[config.mk]
export PLATFORM = sky130hd
export DESIGN_NAME = cdm_pipe_mult
export DESIGN_NICKNAME = d
export VERILOG_FILES = /design/src/rtl/cdm_pipe_mult.sv
export SDC_FILE = /design/constraint.sdc
export NUM_CORES = 1
export LEC_CHECK = 0
export CAP_MARGIN = 20
export CORE_UTILIZATION = 25
export CTS_BUF_LIST = sky130_fd_sc_hd__clkbuf_4 sky130_fd_sc_hd__clkbuf_8
export DETAILED_ROUTE_END_ITERATION = 8
export GPL_TIMING_DRIVEN = 0
export MAX_ROUTING_LAYER = met4
export SLEW_MARGIN = 20
export SYNTH_ARGS = -nofsm -noshare
export SYNTH_HDL_FRONTEND = slang
export SYNTH_SLANG_ARGS = --single-unit
[constraint.sdc]
create_clock -name clk -period 12.85 [get_ports clk]
set_input_delay 2.57 -clock clk [delete_from_list [all_inputs] [get_ports clk]]
set_output_delay 2.57 -clock clk [all_outputs]
set_load 0.02 [all_outputs]
[src/rtl/cdm_pipe_mult.sv]
// cdm_pipe_mult: parametrised 3-stage carry-disregard approximate multiplier.
// The low L product columns are formed as the OR of their partial-product bits, so no
// carry is generated into or out of them; the upper columns are summed exactly.
// A per-beat mode selects the exact or approximate product. Flow control is a
// stall-all valid/ready pipeline. Two saturating counters track delivered results
// and the accumulated approximation error.
module cdm_pipe_mult #(
  parameter int unsigned W     = 8,
  parameter int unsigned L     = 8,
  parameter int unsigned ACC_W = 32
) (
  input  logic             clk,
  input  logic             rst,
  input  logic             in_valid,
  output logic             in_ready,
  input  logic [W-1:0]     in_a,
  input  logic [W-1:0]     in_b,
  input  logic             in_mode,
  output logic             out_valid,
  input  logic             out_ready,
  output logic [2*W-1:0]   out_r,
  output logic             out_mode,
  input  logic             err_clr,
  output logic [ACC_W-1:0] err_acc,
  output logic [ACC_W-1:0] txn_cnt
);

  localparam int unsigned ProdW = 2 * W;
  // Wide enough that err_acc + e cannot wrap before the saturation compare.
  localparam int unsigned SumW  = ((ACC_W > ProdW) ? ACC_W : ProdW) + 1;
  localparam logic [ProdW-1:0] LowMask = {ProdW{1'b1}} >> (ProdW - L);
  localparam logic [ACC_W-1:0] AccMax  = '1;

  logic             en;
  logic             deliver;

  logic             s1_valid_q;
  logic [W-1:0]     s1_a_q;
  logic [W-1:0]     s1_b_q;
  logic             s1_mode_q;

  logic             s2_valid_q;
  logic             s2_mode_q;
  logic [ProdW-1:0] s2_hi_q;
  logic [ProdW-1:0] s2_lo_sum_q;
  logic [ProdW-1:0] s2_lo_or_q;

  logic [ProdW-1:0] s3_err_q;

  logic [ProdW-1:0] pp;
  logic [ProdW-1:0] hi_d;
  logic [ProdW-1:0] lo_sum_d;
  logic [ProdW-1:0] lo_or_d;
  logic [ProdW-1:0] r_d;
  logic [ProdW-1:0] err_d;
  logic [SumW-1:0]  err_sum;

  // Whole pipeline freezes only while a result waits on the consumer.
  assign en       = !(out_valid && !out_ready);
  assign in_ready = en;
  assign deliver  = out_valid && out_ready;

  // Stage 1: capture operands on accept; a bubble is recorded when nothing is offered.
  always_ff @(posedge clk or posedge rst) begin
    if (rst) begin
      s1_valid_q <= 1'b0;
      s1_a_q     <= '0;
      s1_b_q     <= '0;
      s1_mode_q  <= 1'b0;
    end else if (en) begin
      s1_valid_q <= in_valid;
      if (in_valid) begin
        s1_a_q    <= in_a;
        s1_b_q    <= in_b;
        s1_mode_q <= in_mode;
      end
    end
  end

  // Partial products split into exact upper sum, low-column sum and low-column OR.
  always_comb begin
    pp       = '0;
    hi_d     = '0;
    lo_sum_d = '0;
    lo_or_d  = '0;
    for (int i = 0; i < W; i++) begin
      pp       = s1_b_q[i] ? ({{W{1'b0}}, s1_a_q} << i) : '0;
      hi_d     = hi_d + (pp & ~LowMask);
      lo_sum_d = lo_sum_d + (pp & LowMask);
      lo_or_d  = lo_or_d | (pp & LowMask);
    end
  end

  // Stage 2: register the masked partial sums.
  always_ff @(posedge clk or posedge rst) begin
    if (rst) begin
      s2_valid_q  <= 1'b0;
      s2_mode_q   <= 1'b0;
      s2_hi_q     <= '0;
      s2_lo_sum_q <= '0;
      s2_lo_or_q  <= '0;
    end else if (en) begin
      s2_valid_q <= s1_valid_q;
      if (s1_valid_q) begin
        s2_mode_q   <= s1_mode_q;
        s2_hi_q     <= hi_d;
        s2_lo_sum_q <= lo_sum_d;
        s2_lo_or_q  <= lo_or_d;
      end
    end
  end

  // Select exact or approximate product and the error it carries.
  always_comb begin
    r_d   = '0;
    err_d = '0;
    if (s2_mode_q) begin
      r_d = s2_hi_q + s2_lo_sum_q;
    end else begin
      // Upper sum has zeros in the low L columns, so OR merges without carries.
      r_d   = s2_hi_q | s2_lo_or_q;
      err_d = s2_lo_sum_q - s2_lo_or_q;
    end
  end

  // Stage 3: output register.
  always_ff @(posedge clk or posedge rst) begin
    if (rst) begin
      out_valid <= 1'b0;
      out_r     <= '0;
      out_mode  <= 1'b0;
      s3_err_q  <= '0;
    end else if (en) begin
      out_valid <= s2_valid_q;
      if (s2_valid_q) begin
        out_r    <= r_d;
        out_mode <= s2_mode_q;
        s3_err_q <= err_d;
      end
    end
  end

  assign err_sum = SumW'(err_acc) + SumW'(s3_err_q);

  // Saturating statistics over delivered results; clear takes priority.
  always_ff @(posedge clk or posedge rst) begin
    if (rst) begin
      err_acc <= '0;
      txn_cnt <= '0;
    end else if (err_clr) begin
      err_acc <= '0;
      txn_cnt <= '0;
    end else if (deliver) begin
      err_acc <= (err_sum > SumW'(AccMax)) ? AccMax : err_sum[ACC_W-1:0];
      if (txn_cnt != AccMax) begin
        txn_cnt <= txn_cnt + ACC_W'(1);
      end
    end
  end

endmodule

Yosys cells after proc, flatten, opt, wreduce, memory -nomap -nowiden

Index checks and enable logic that the tools add are counted.

Logic and storage cells: 70
Bits in registers: 166
Output and inout port bits: 83
Bits of input ports: 22

Equality and inequality tests: 1
Add/subtract/negate cells: 18
Multiplexer cells: 16
Bitwise logic cells: 9
Magnitude comparators: 1
Reduce and logical (&&, ||, !) cells: 10

Operator list:

| kind                  | count |
|---|---|
| $mux 32               | 6 |
| $or 8x8->8            | 7 |
| $add 32x16->33        | 1 |
| $gt 33x32->1 const B  | 1 |
| $add 32x1->32 const B | 1 |
| $mux 16               | 2 |
| $ne 32x32->1 const B  | 1 |
| $add 15x15->16        | 1 |
| $add 16x16->16        | 1 |
| $or 16x16->16         | 1 |
| $sub 16x16->16        | 1 |
| $add 14x14->15        | 1 |
| $add 14x8->15         | 1 |
| $mux 15               | 1 |
| $add 13x13->14        | 1 |
| $add 13x8->14         | 1 |
| $mux 14               | 1 |
| $add 12x12->13        | 1 |
| $add 12x8->13         | 1 |
| $mux 13               | 1 |
| $add 11x11->12        | 1 |
| $add 11x8->12         | 1 |
| $mux 12               | 1 |
| $add 10x10->11        | 1 |
| 13 further kinds      | 19 |

Depth between registers and ports, before layout

Depth after elaboration: 8
Depth in mapped cells: 16
Gate-level depth less buffers: 15

Worst setup path after synthesis

OpenSTA, ideal clock, no wires.

Path kind: input-to-output
Start: input out_ready
End: output in_ready
Data required time: 10.280 ns
Stages on the path: 2
Path buffers: 1
Arrival: 2.967 ns
Slack: 7.313 ns
Path through: nand2b_1 -> clkbuf_1

Longest elaborated chain between the ends: 3

Ends and longest elaborated chain:

| element           | RTL line | text |
|---|---|---|
| from (decl)       | 20       | `input logic out_ready,` |
| $logic_not 1->1   | 59       | `assign en = !(out_valid && !out_ready);` |
| $logic_and 1x1->1 | 59       |  |
| $logic_not 1->1   | 59       |  |
| to (decl)         | 15       | `output logic in_ready,` |

Every way passes these cells.

Worst setup path in the final report

Ends and elaborated chain as after synthesis.

==> impl_metrics.tcl <==
set metrics [dict create \
    status "finished, final reports clean" \
    ioPinCount 105 \
    gp_congestion 0.853 \
    ys_seq_area_frac 0.377 \
    drt-vias-per-instance 4.47 \
    cts_setup_buffers 0 \
    rows 70 \
    cts_resized 0 \
    cap_violations 0 \
    cts_root_buffer "clkbuf_8" \
    synth_area_leaders "dfrtp_1 (38%), ha_1 (8.8%), fa_1 (7.8%)" \
    min_period_ns 6.87 \
    synth_top_area_frac 0.377 \
    synthArstFlopShare 1.00 \
    drt_first_iter_violations 285 \
    vias 7237 \
    syn-cell-area_um2 9490 \
    htreeDepth 4 \
    holdCritPathClass "flip-flop to flip-flop" \
    clock_latency_ns 0.46 \
    end_kind "output pin" \
    synth_ff_type "dfrtp_1" \
    drtPass1Iterations 5 \
    required_ns 10.28 \
    synth_edf_count 0 \
    core_um2 37000 \
    layout.nets 1227 \
    worstPathCellList "clkdlybuf4s50_1 -> nand2b_1 -> clkbuf_1 -> clkdlybuf4s50_1" \
    ir_drop_mv 0.101 \
    cts_tree "built" \
    max_slew.worst_pin.slew_ns 0.715 \
    die_w_um 197 \
    fmax_ghz 0.146 \
    die_area_um2 38700 \
    final_cell_mix "dfrtp_1 (143), nand2_1 (120), clkdlybuf4s50_1 (103)" \
    slowest_stage "clkdlybuf4s50_1" \
    p_leak_uw 0.00507 \
    wl_per_cell_um 14.1 \
    yosysTopAreaCell "dfrtp_1" \
    avgSynthCellArea_um2 9.70 \
    syn_inst 978 \
    finalCoreUtilization 0.314 \
    rsz0062_at_grt "false" \
    slew_violations 0 \
    ys_warn_count 0 \
    port_buffers 103 \
    setup_viol 0 \
    setup_slack_ns 5.98 \
    synth-seq-cells 143 \
    syn-num-nets 1104 \
    first_global_vias 7185 \
    slew_headroom 0.522 \
    hold_violations 0 \
    drt_wl_total_um 22800 \
    post-place-ws_ns 5.94 \
    final_antenna_net_count 0 \
    clk_pin_slew_ns 0.08 \
    crit_path_start_kind "input port" \
    grt.overflow.total 0 \
    cts_sinks 143 \
    synth.distinct_cells 64 \
    holdBufCountCts 0 \
    power_density_nw_per_um2 213 \
    area_growth_pct 22.2 \
    crit_fanout 7 \
    period_share 0.535 \
    path_class "input port to output pin" \
    die_h_um 197 \
    grt_start_max_net_pins 88 \
    start_util 0.257 \
    grt_pass1_wl_um 38100 \
    finClkSkew_ns 0.0112 \
    drive_above_1_share 0.0969 \
    antenna_found_initial 0 \
    track_usage 0.127 \
    worstPathArrival_ns 4.30 \
    cp_common_cell "clkdlybuf4s50_1" \
    slowest_delay_ns 0.70 \
    clock_tree.buffer_depth 2 \
    setup_tns_ns 0 \
    diodes 0 \
    detailed_place_hpwl_um 17400 \
    layout_commonest_cell "dfrtp_1" \
    cts_made_buffers 17 \
    drc 0 \
]
final cells by class:
cell class / instances / area [µm²]
plain buffers: 43 / 199
clock buffers: 20 / 263
clock inverters: 12 / 143
fillers: 3877 / 25400
inverters: 71 / 274
multi-input cells: 721 / 5450
flip-flops and latches: 143 / 3580
well taps: 504 / 631
repair buffers: 104 / 1060
power breakdown:
group	internal [µW]	switching (µW)
combinational	640	771
sequential	565	106
clock	199	183
total	1400	1060
through the flow:
step | std cells | cell area (µm²) | total power, µW | hold WS, ns
after detailed placement | 1586 | 11200 | 2100 | 0.462
after global routing | 1618 | 11600 | 2740 | 0.506
final | 1618 | 11600 | 2460 | 0.478
after global placement | 1585 | 11200 | 2070 | 0.463
after floorplan | 978 | 9490 | 1730 | 0.436
after CTS | 1618 | 11600 | 2500 | 0.483
cells by family (layout without fill, tap and decap cells):
group / after synthesis / count (layout) / synth area share
AO/OA/AOI/OAI: 170 / 170 / 0.119
buffers and inverters: 114 / 250 / 0.0491
multiplexers: 41 / 41 / 0.0472
adder cells (fa/ha/maj): 104 / 104 / 0.166
flip-flops: 143 / 143 / 0.377
AND/OR/NAND/NOR: 339 / 339 / 0.180
XOR/XNOR: 67 / 67 / 0.0618
cell usage after synthesis (17+ instances only):
library cell and instances:
and2_1 34, mux2_2 30, nand2_1 120, xor2_1 17, a21oi_1 40, xnor2_1 50, fa_1 37, inv_1 71
o21ai_0 46, nor2_1 69, dfrtp_1 143, nand3_1 22, ha_1 67, clkbuf_1 32
path summary, 6_finish.rpt:
check	startpoint	end	slack (ns)	cells after the start
max	out_ready	in_ready	5.98	4
min	s2_valid_q$_DFFE_PP0N_	out_valid$_DFFE_PP0N_	0.48	2
max reg2reg	s1_b_q[0]$_DFFE_PP0P_	s2_lo_sum_q[9]$_DFFE_PP0P_	8.75	15
min reg2reg	s2_valid_q$_DFFE_PP0N_	out_valid$_DFFE_PP0N_	0.48	2
max in group asynchronous	rst	txn_cnt[9]$_DFFE_PP0P_	9.55	3
min in group asynchronous	rst	out_r[13]$_DFFE_PP0P_	2.54	2
registers in the layout, indices dropped and copies added (netlist names):
name / cells
txn_cnt: 32
err_acc: 32
s3_err_q: 15
s1_mode_q: 1
s1_valid_q: 1
s2_lo_sum_q: 10
s1_a_q: 8
s1_b_q: 8
s2_hi_q: 8
out_valid: 1
out_r: 16
out_mode: 1
s2_valid_q: 1
s2_lo_or_q: 8
s2_mode_q: 1
per-layer routing:
| layer | up-vias | track usage | part of all wire | routed length (µm) |
|---|---|---|---|---|
| met4 | 0 | 0.0238 | 0.0072 | 165 |
| li1 | 3583 | - | - | - |
| met5 | - | - | 0 | 0 |
| met1 | 3499 | 0.166 | 0.49 | 11100 |
| met2 | 141 | 0.203 | 0.47 | 10600 |
| met3 | 14 | 0.0253 | 0.039 | 888 |
worst max-delay path, delay by kind of cell:
kind          cells  cell delay [ns]
simple gates      1             0.12
buf+inv           3             1.61
Power figures use the tool's default switching activity.
